==> src/rtl/prog_loader_pkg.sv <==
// Shared constants and state encoding for the program-image loader.
// The memory geometry constants are also reused by the memory and the address mux.
package prog_loader_pkg;

  localparam int MEM_DEPTH = 32;
  localparam int ADDR_W    = 5;

  typedef logic [2:0] loader_state_t;

  localparam loader_state_t IDLE  = 3'd0;
  localparam loader_state_t LEN   = 3'd1;
  localparam loader_state_t DATA  = 3'd2;
  localparam loader_state_t WRITE = 3'd3;
  localparam loader_state_t CSUM  = 3'd4;
  localparam loader_state_t DONE  = 3'd5;
  localparam loader_state_t ERROR = 3'd6;

endpackage

==> src/rtl/prog_loader_counter.sv <==
// Loadable up-counter used as the loader's memory write address.
// A load takes priority over an increment.
module prog_loader_counter #(
  parameter int WIDTH = 5
) (
  input  logic             clk,
  input  logic             reset,
  input  logic             load,
  input  logic [WIDTH-1:0] load_value,
  input  logic             enable,
  output logic [WIDTH-1:0] count
);

  always_ff @(posedge clk or posedge reset) begin
    if (reset)
      count <= '0;
    else if (load)
      count <= load_value;
    else if (enable)
      count <= count + 1'b1;
  end

endmodule

==> src/rtl/prog_loader.sv <==
// Loads a framed byte stream (LEN, LEN data bytes, CSUM) into instruction memory
// from address 0, holding the CPU until a frame arrives with a matching checksum.
module prog_loader
  import prog_loader_pkg::*;
#(
  parameter bit HOLD_ON_RESET = 1'b1
) (
  input  logic              clk,
  input  logic              reset,
  input  logic              start,
  input  logic              byte_valid,
  input  logic [7:0]        byte_data,
  output logic              byte_ready,
  output logic              mem_wr,
  output logic [ADDR_W-1:0] mem_addr,
  output logic [7:0]        mem_data,
  output logic              cpu_hold,
  output logic              done,
  output logic              error
);

  loader_state_t     state;
  logic [5:0]        remaining;
  logic [7:0]        sum;
  logic [ADDR_W-1:0] addr;
  logic              xfer;
  logic              len_ok;

  assign xfer   = byte_valid && byte_ready;
  assign len_ok = (byte_data != 8'd0) && (byte_data <= 8'(MEM_DEPTH));

  // Handshake and status outputs are pure state decodes, never combinational on byte_valid.
  assign byte_ready = (state == LEN) || (state == DATA) || (state == CSUM);
  assign mem_wr     = (state == WRITE);
  assign done       = (state == DONE);
  assign error      = (state == ERROR);

  prog_loader_counter #(
    .WIDTH(ADDR_W)
  ) u_addr_counter (
    .clk        (clk),
    .reset      (reset),
    .load       (state == LEN),
    .load_value ({ADDR_W{1'b0}}),
    .enable     (state == WRITE),
    .count      (addr)
  );

  // mem_addr is latched from the counter on the data transfer so it stays put
  // while the counter advances after the write.
  always_ff @(posedge clk or posedge reset) begin
    if (reset) begin
      state     <= IDLE;
      mem_addr  <= '0;
      mem_data  <= '0;
      cpu_hold  <= HOLD_ON_RESET;
      remaining <= '0;
      sum       <= '0;
    end else begin
      case (state)
        IDLE, DONE, ERROR: begin
          if (start) begin
            state    <= LEN;
            cpu_hold <= 1'b1;
          end
        end
        LEN: begin
          if (xfer) begin
            if (len_ok) begin
              remaining <= byte_data[5:0];
              sum       <= '0;
              state     <= DATA;
            end else begin
              state <= ERROR;
            end
          end
        end
        DATA: begin
          if (xfer) begin
            mem_data <= byte_data;
            mem_addr <= addr;
            sum      <= sum + byte_data;
            state    <= WRITE;
          end
        end
        WRITE: begin
          remaining <= remaining - 6'd1;
          state     <= (remaining == 6'd1) ? CSUM : DATA;
        end
        CSUM: begin
          if (xfer) begin
            if (byte_data == sum) begin
              state    <= DONE;
              cpu_hold <= 1'b0;
            end else begin
              state <= ERROR;
            end
          end
        end
        default: state <= IDLE;
      endcase
    end
  end

endmodule

==> config.mk <==
export PLATFORM = sky130hd
export DESIGN_NAME = prog_loader
export DESIGN_NICKNAME = d
export VERILOG_FILES = /design/src/rtl/prog_loader_pkg.sv /design/src/rtl/prog_loader_counter.sv /design/src/rtl/prog_loader.sv
export SDC_FILE = /design/constraint.sdc
export NUM_CORES = 1
export LEC_CHECK = 0
export ABC_CLOCK_PERIOD_IN_PS = 2700
export CAP_MARGIN = 20
export CORE_MARGIN = 2
export CORE_UTILIZATION = 50
export DETAILED_ROUTE_END_ITERATION = 10
export PLACE_DENSITY_LB_ADDON = 0.2
export SLEW_MARGIN = 5
export SYNTH_ARGS = -nofsm -noshare
export SYNTH_HDL_FRONTEND = slang
export SYNTH_HIERARCHICAL = 1
export SYNTH_SLANG_ARGS = --single-unit
==> constraint.sdc <==
create_clock -name clk -period 2.7 [get_ports clk]
set_input_delay 0.27 -clock clk [delete_from_list [all_inputs] [get_ports clk]]
set_output_delay 0.27 -clock clk [all_outputs]
set_load 0.005 [all_outputs]
==> metrics.cfg, run 1 <==
[route]
antenna_left = 0
via_per_inst = 5.688
vias = 1860
drcViolationCount = 0
dr.first_iter.drc_count = 136
dr.pass1.iters = 4
drt-wirelength-per-cell_um = 14.96
wl_mm = 4.891

[cells_and_area]
antenna_cells = 0
syn_to_final_growth_pct = 21.57
fillers = 376
postLayoutCellArea_um2 = 2750
final_nets = 297
final_util_pct = 63.16
drive_gt1_share_pct = 18.18

[placed_design]
preCtsSetupSlack_ns = 0.1340
hpwl_mm = 3.537
numPortBuffers = 29
place.gp.congestion = 0.8506
place_area_um2 = 2658

[yosys]
synthCells = 231
postSynthAreaPerCell_um2 = 9.793
async_flop_share_pct = 100.0
yosysTopAreaCellShare_pct = 38.72
synth-edff-count = 0
ys.flop_type = dfrtp_1
synth.area.top_cells = dfrtp_1 (39%), mux2_2 (8.0%), ha_1 (5.5%)
yosys.area.top_type = dfrtp_1
ys_ff_latch = 36
yosysSeqAreaShare_pct = 39.88
synth.most_common_cell = dfrtp_1
synth_commonest_cells = dfrtp_1 (35), nand2_1 (17), mux2_2 (16), o21ai_0 (16), nor2_1 (15)
syn_area_um2 = 2262
yosysWarnings = 6
ys_types = 58

[power_and_ir_drop]
p_int_mw = 1.787
power_frac_seq_pct = 34.6
power_density_nw_per_um2 = 1054
p_switching_mw = 1.111
sw_frac_of_total_pct = 38.35
power_frac_clock_pct = 13.8
vdd_drop_max_mv = 0.6272
pwr-share-comb_pct = 51.6
leakagePower_nw = 1.157

[critical_path]
worstPathArrival_ns = 2.48
critical_path_class = register to register
r2r_cells = 5
r2r_end = sum[6]$_DFFE_PP0P_
cp-end-kind = register
cp_max_fo = 10
cp-startpoint = state[2]$_DFFE_PP0P_
cp.required_ns = 2.88
critPathCapture = sum[6]$_DFFE_PP0P_
crit_path_start_kind = register
reg2reg_from = state[2]$_DFFE_PP0P_
r2r_setup_slack_ns = 0.39

[clock_network]
clockBufferDepth = 2
cts_hold_buf = 0
cts_made_buffers = 5
cts_sinks = 36
ctsHtreeMaxLevel = 2
worstSkewPairLatency_ns = 0.29
cts_setup_buffers = 0
cts_tree = yes
cts-root-buf = clkbuf_8
cts_resized = 0
clkTransAtPathRegs_ns = 0.08

[flow_run]
cap_violations = 0

[floorplan]
start_util_pct = 51.95
ios = 30
die_w_um = 71.27
die_h_um = 71.27
fp-row-count = 24
die_area_um2 = 5079
core_area_um2 = 4354

[timing]
min_period_ns = 2.306
fin_skew_ns = 0.003910
finalSetupViolCount = 0
rsz0062_at_grt = false
hold_violations = 0
tns_ns = 0
relSlewSlack_pct = 57.32
max_freq_mhz = 433.6
maxSlewViolCount = 0
worst_slew_pin_slew_ns = 0.6378
fin_hold_ws_ns = 0.1632
worst_slack_ns = 0.3936
fin_crit_sh_pct = 85.42

[grt]
grt_pass1_wl_mm = 8.397
antenna_found_initial = 0
grt_usage_pct = 20.80
grt_pass1_vias = 1756
grt_max_degree = 30
overflow = 0

[hold_path]
hold_path.class = input port to asynchronous set/reset pin

[outcome]
status = finished, final reports clean

## how the worst min path moves through the flow
stage,depth (start not counted),slack (ns),startpoint,end
finish,2,0.16,reset,mem_addr[2]$_DFFE_PP0P_
CTS,2,0.16,reset,mem_addr[1]$_DFFE_PP0P_
global route,2,0.18,reset,mem_addr[2]$_DFFE_PP0P_
floorplan,1,0.05,reset,u_addr_counter/count[0]$_DFFE_PP0P_
detailed placement,2,0.48,reset,mem_addr[2]$_DFFE_PP0P_
global placement,2,0.48,reset,mem_addr[2]$_DFFE_PP0P_
## kinds of logic (layout without fill, tap and decap cells)
family                   count (synthesis)  count (layout)  synth area share [%]
buffers and inverters                   20              60                 5.033
AND/OR/NAND/NOR                         78              78                 19.30
other                                    1               5                0.1658
adder cells (fa/ha/maj)                 12              12                 6.858
multiplexers                            17              17                 8.407
XOR/XNOR                                 9               9                 3.484
flip-flops                              36              36                 39.88
AO/OA/AOI/OAI                           58              58                 16.87
## layout make-up
| type | count | area (µm²) | area share (%) |
|---|---|---|---|
| Inverter | 9 | 33.78 | 1.228 |
| Clock buffer | 5 | 68.82 | 2.502 |
| Sequential cell | 36 | 902.1 | 32.80 |
| Multi-Input combinational cell | 179 | 1261 | 45.86 |
| Tap cell | 52 | 65.06 | 2.366 |
| Clock inverter | 3 | 23.77 | 0.8644 |
| Timing Repair Buffer | 43 | 395.4 | 14.38 |
## registers in the layout (all words and copies together), names as in the netlist
name and cells:
mem_addr 5, mem_data 8, sum 8, u_addr_counter/count 5, cpu_hold 1, remaining 6, state 3
## layer usage
metal	track usage, %	wire (µm)
met3	3.797	173
met4	5.031	48
met1	30.49	2546
met5	0	0
met2	32.20	2123
## worst max-delay path, stage by stage, from the launching register on
cell,delay (ns)
dfrtp_1,0.50
nor4bb_1,0.54
or4b_4,0.58
nand2_4,0.14
nor2_4,0.07
a221o_1,0.37
## cells in the final DEF (no fill, tap or decap), types with 3 or more instances in the layout
cell type / instances
o21a_1: 3
conb_1: 5
nor2_1: 15
clkbuf_8: 5
nor3_1: 8
nand2_1: 17
dfrtp_1: 35
nand4_1: 4
nand4b_1: 4
clkdlybuf4s50_1: 29
a21oi_1: 9
xor2_1: 4
xnor2_1: 5
nand2b_1: 4
buf_4: 14
mux2_2: 16
a31oi_1: 4
nand3_1: 10
a211oi_1: 3
o21ai_0: 16
ha_1: 10
inv_1: 9
## metrics by stage
step / std cells / power [mW]
3_5_place_dp: 319 / 2.502
6_report: 327 / 2.898
2_1_floorplan: 235 / 2.039
4_1_cts: 327 / 2.915
3_3_place_gp: 319 / 2.480
5_1_grt: 327 / 3.148
## power groups by stage
stage / sequential, mW / clock [mW] / combinational, mW
detailed placement: 1.01 / 0 / 1.49
finish: 1.00 / 0.400 / 1.49
floorplan: 0.959 / 0 / 1.08
global placement: 1.01 / 0 / 1.47
global route: 1.04 / 0.432 / 1.68
CTS: 1.01 / 0.409 / 1.50
(Power assumes the default switching activity.)
==> run 2: changes to the inputs <==
Settings changed: CORE_MARGIN 2 to 4, SLEW_MARGIN 5 to 30.
==> metrics.cfg, run 2 (synthesized netlist as in run 1, its figures left out) <==
[floorplan]
core_area_um2 = 4354  ; unchanged
start_util_pct = 51.95  ; unchanged
die_w_um = 75.27  ; +5.6%
die_area_um2 = 5665  ; +12%
die_h_um = 75.27  ; +5.6%
fp-row-count = 24  ; unchanged
ios = 30  ; unchanged

[route]
dr.first_iter.drc_count = 101  ; -26%
wl_mm = 5.047  ; +3.2%
antenna_left = 0  ; unchanged
dr.pass1.iters = 4  ; unchanged
vias = 1849  ; -0.59%
drt-wirelength-per-cell_um = 15.43  ; +3.2%
drcViolationCount = 0  ; unchanged
via_per_inst = 5.654  ; -0.59%

[cells_and_area]
fillers = 380  ; +1.1%
final_nets = 297  ; unchanged
layout_common_cells = dfrtp_1 (35), clkdlybuf4s50_1 (29), nand2_1 (17), mux2_2 (16), o21ai_0 (16)
multiInputGateArea_um2 = 1261  ; unchanged
drive_gt1_share_pct = 17.82  ; -0.36 points
reg_top3 = mem_data x8, sum x8, remaining x6
final_cells = 327  ; unchanged
layout_commonest_cell = dfrtp_1
seqCellArea_um2 = 902.1  ; unchanged
syn_to_final_growth_pct = 21.63  ; about the same
postLayoutCellArea_um2 = 2751  ; about the same
antenna_cells = 0  ; unchanged

[flow_run]
cap_violations = 0  ; unchanged

[clock_network]
cts_tree = yes
cts_sinks = 36  ; unchanged
worstSkewPairLatency_ns = 0.30  ; about the same
cts_made_buffers = 5  ; unchanged
cts_hold_buf = 0  ; unchanged
clkTransAtPathRegs_ns = 0.08  ; about the same
cts_setup_buffers = 0  ; unchanged
ctsHtreeMaxLevel = 2  ; unchanged
cts-root-buf = clkbuf_8
clockBufferDepth = 2  ; unchanged
cts_resized = 0  ; unchanged

[grt]
grt_max_degree = 32  ; +6.7%
overflow = 0  ; unchanged
grt_pass1_vias = 1771  ; +0.85%
grt_usage_pct = 20.00  ; -0.80 points
antenna_found_initial = 0  ; unchanged
grt_pass1_wl_mm = 8.459  ; +0.74%

[critical_path]
crit_path_start_kind = register
r2r_end = sum[7]$_DFFE_PP0P_
cp-end-kind = register
crit_chain = nor4bb_1 > buf_4 > or4b_4 > nand2_4 > nor2_4 > o31a_2
cp_max_fo = 10  ; unchanged
cp.required_ns = 2.87  ; about the same
max_stage_delay_ns = 0.50  ; -0.08 ns
r2r_cells = 6  ; +1
crit_buf_inv = 1  ; +1
critPathSlowestCell = dfrtp_1
critPathTopFamily = simple AND/OR/NAND/NOR gates
worstPathArrival_ns = 2.45  ; -0.03 ns
critical_path_class = register to register
r2r_setup_slack_ns = 0.42  ; +0.02 ns
reg2reg_from = state[2]$_DFFE_PP0P_

[placed_design]
numPortBuffers = 29  ; unchanged
dp_cells = 319  ; unchanged
place_area_um2 = 2658  ; unchanged
hpwl_mm = 3.553  ; +0.44%
place.gp.congestion = 0.8206  ; -3.5%

[power_and_ir_drop]
power_mw = 2.918  ; +0.69%
power_density_nw_per_um2 = 1061  ; +0.64%
leakagePower_nw = 1.162  ; +0.41%
vdd_drop_max_mv = 0.5642  ; -10%

[timing]
rsz0062_at_grt = false
maxSlewViolCount = 0  ; unchanged
fin_crit_sh_pct = 84.53  ; -0.89 points
min_period_ns = 2.282  ; -0.02415 ns
worst_slew_pin_slew_ns = 0.5974  ; -0.04047 ns
relSlewSlack_pct = 60.18  ; +2.9 points
tns_ns = 0  ; unchanged
fin_skew_ns = 0.01364  ; +0.009734 ns
finalSetupViolCount = 0  ; unchanged
hold_violations = 0  ; unchanged
max_freq_mhz = 438.2  ; +1.1%

[hold_path]
hold_path.class = input port to asynchronous set/reset pin

[outcome]
status = finished, final reports clean

run 2: cell types whose count changed in the layout (fill, tap and decap cells not counted):
cell | previous run | this run
clkbuf_1 | 0 | 1
clkinv_4 | 1 | 0
clkbuf_8 | 5 | 6
clkinvlp_4 | 2 | 1
run 2: final cells by class:
type	count	area share, %
tap	52	2.365
sequential	36	32.79
inverter	9	1.228
timing repair buffer	43	14.37
multi-input combinational	179	45.84
clock buffer	7	3.138
clock inverter	1	0.2729
run 2: worst max-delay path by stage:
| stage | startpoint | to | depth (start not counted) |
|---|---|---|---|
| floorplan | state[1]$_DFFE_PP0P_ | sum[6]$_DFFE_PP0P_ | 6 |
| global placement | byte_data[1] | sum[6]$_DFFE_PP0P_ | 6 |
| detailed placement | byte_data[1] | sum[7]$_DFFE_PP0P_ | 6 |
| CTS | state[2]$_DFFE_PP0P_ | byte_ready | 5 |
| global route | state[2]$_DFFE_PP0P_ | byte_ready | 5 |
| finish | state[2]$_DFFE_PP0P_ | sum[7]$_DFFE_PP0P_ | 6 |
run 2: metal layers:
metal	track usage, %	wire (µm)	part of all wire [%]
met1	27.84	2535	50
met5	0	0	0
met2	30.95	2191	43
met3	4.272	230	4.6
met4	6.990	91	1.8
run 2: worst register-to-register path: stages (launching register included):
cell and delay, ns:
dfrtp_1 0.50, nor4bb_1 0.39, buf_4 0.19, or4b_4 0.50, nand2_4 0.14, nor2_4 0.07, o31a_2 0.37
run 2: through the flow:
| step | utilization (%) | worst slack [ns] | hold WS (ns) |
|---|---|---|---|
| floorplan | - | 0.6904 | 0.04852 |
| global route | 63.19 | 0.3351 | 0.2376 |
| global placement | 61.03 | 0.1913 | 0.4840 |
| finish | 63.19 | 0.4178 | 0.2020 |
| CTS | 63.19 | 0.4271 | 0.2052 |
| detailed placement | 61.03 | 0.1358 | 0.4884 |
run 2: where the power goes:
group	internal (mW)	total [mW]	switching [mW]
Combinational	0.800	1.50	0.701
Clock	0.208	0.409	0.202
Sequential	0.800	1.01	0.207
==> run 3: changes to the inputs <==
Settings changed: ABC_CLOCK_PERIOD_IN_PS 2700 to 2350.
Clock period 2.7 ns to 2.35 ns, I/O delays scaled along.
==> metrics.cfg, run 3 (synthesized netlist as in run 1, its figures left out) <==
[floorplan]
die_w_um = 75.27  ; unchanged
core_area_um2 = 4354  ; unchanged
die_area_um2 = 5665  ; unchanged
start_util_pct = 51.95  ; unchanged
die_h_um = 75.27  ; unchanged
ios = 30  ; unchanged
fp-row-count = 24  ; unchanged

[timing]
maxSlewViolCount = 0  ; unchanged
relSlewSlack_pct = 59.40  ; -0.78 points
worst_slew_pin_slew_ns = 0.6091  ; +0.01168 ns
rsz0062_at_grt = false
finalSetupViolCount = 0  ; unchanged
max_freq_mhz = 458.9
hold_violations = 0  ; unchanged
fin_hold_ws_ns = 0.1780  ; -0.02400 ns
min_period_ns = 2.179
fin_skew_ns = 0.007466  ; -0.006178 ns
fin_crit_sh_pct = 92.73

[grt]
antenna_found_initial = 0  ; unchanged
grt_pass1_vias = 1813  ; +2.4%
grt_pass1_wl_mm = 8.625  ; +2.0%
grt_max_degree = 32  ; unchanged
overflow = 0  ; unchanged
grt_usage_pct = 20.12  ; +0.12 points

[route]
via_per_inst = 5.732  ; +1.4%
drcViolationCount = 0  ; unchanged
wl_mm = 5.196  ; +3.0%
dr.first_iter.drc_count = 173  ; +71%
dr.pass1.iters = 4  ; unchanged
antenna_left = 0  ; unchanged
drt-wirelength-per-cell_um = 15.28  ; -0.98%
vias = 1949  ; +5.4%

[placed_design]
place_area_um2 = 2755  ; +3.7%
hpwl_mm = 3.774  ; +6.2%
place.gp.congestion = 0.8041  ; -2.0%
numPortBuffers = 29  ; unchanged

[clock_network]
cts_setup_buffers = 0  ; unchanged
clockBufferDepth = 2  ; unchanged
cts_tree = yes
cts_sinks = 36  ; unchanged
cts_resized = 0  ; unchanged
ctsHtreeMaxLevel = 2  ; unchanged
cts-root-buf = clkbuf_8
worstSkewPairLatency_ns = 0.28  ; -0.02 ns
clkTransAtPathRegs_ns = 0.07  ; about the same
cts_hold_buf = 0  ; unchanged
cts_made_buffers = 5  ; unchanged

[power_and_ir_drop]
leakagePower_nw = 1.222  ; +5.2%
power_mw = 3.416  ; +17%
vdd_drop_max_mv = 0.6963  ; +23%
power_density_nw_per_um2 = 1204  ; +14%

[cells_and_area]
final_util_pct = 65.14  ; +2.0 points
final_nets = 310  ; +4.4%
layout_commonest_cell = dfrtp_1
layout_common_cells = dfrtp_1 (35), clkdlybuf4s50_1 (29), buf_4 (27), nand2_1 (17)
drive_gt1_share_pct = 21.18  ; +3.4 points
antenna_cells = 0  ; unchanged
syn_to_final_growth_pct = 25.39
reg_top3 = mem_data x8, sum x8, remaining x6
postLayoutCellArea_um2 = 2836  ; +3.1%

[critical_path]
cp_max_fo = 10  ; unchanged
cp-end-kind = output pin
critical_path_class = register to output pin
cp.required_ns = 2.12  ; -0.75 ns
r2r_setup_slack_ns = 0.30  ; -0.12 ns
crit_path_start_kind = register
worstPathArrival_ns = 1.94  ; -0.51 ns

[hold_path]
hold_path.class = input port to asynchronous set/reset pin

[outcome]
status = finished, final reports clean

[flow_run]
cap_violations = 0  ; unchanged

run 3: final cells by class:
type	instances	area [µm²]
Timing Repair Buffer	56	493.0
Clock buffer	7	76.32
Tap cell	52	65.06
Fill cell	340	1518
Multi-Input combinational cell	179	1261
Sequential cell	36	902.1
Clock inverter	1	5.005
Inverter	9	33.78
run 3: worst paths after layout:
| kind | start | cells past startpoint | end |
|---|---|---|---|
| max in group asynchronous | reset | 3 | cpu_hold$_DFFE_PP1P_ |
| setup / recovery | state[2]$_DFFE_PP0P_ | 7 | byte_ready |
| setup reg to reg | state[1]$_DFFE_PP0P_ | 6 | sum[7]$_DFFE_PP0P_ |
| hold reg to reg | sum[4]$_DFFE_PP0P_ | 1 | sum[4]$_DFFE_PP0P_ |
| min in group clk | sum[4]$_DFFE_PP0P_ | 1 | sum[4]$_DFFE_PP0P_ |
| hold / removal | reset | 2 | u_addr_counter/count[2]$_DFFE_PP0P_ |
run 3: critical path, cell delays in order, from the launching register on:
cell             delay [ns]
dfrtp_1                0.38
buf_4                  0.17
inv_1                  0.07
buf_4                  0.16
nand2_1                0.08
and2_1                 0.15
o22ai_1                0.14
clkdlybuf4s50_1        0.52
run 3: where the power goes:
group / switching (mW) / leakage, nW / internal, mW
Sequential: 0.220 / 0.430 / 0.920
Clock: 0.212 / 0.0422 / 0.208
Combinational: 0.852 / 0.750 / 1.00
Total: 1.28 / 1.22 / 2.13
run 3: layer usage:
layer | vias to the layer above | routed length, µm | GRT usage (%)
met5 | - | 0 | 0
met4 | 0 | 66 | 6.408
met3 | 7 | 275 | 4.539
met2 | 60 | 2345 | 30.37
met1 | 938 | 2507 | 28.81
li1 | 944 | - | -
run 3: per-stage QoR:
stage,instances,setup slack (ns),setup TNS [ns]
2_1_floorplan,235,0.3404,0
3_3_place_gp,332,-0.04928,-0.09618
3_5_place_dp,332,-0.07834,-0.1744
4_1_cts,340,0.1685,0
5_1_grt,340,0.08517,0
6_report,340,0.1710,0
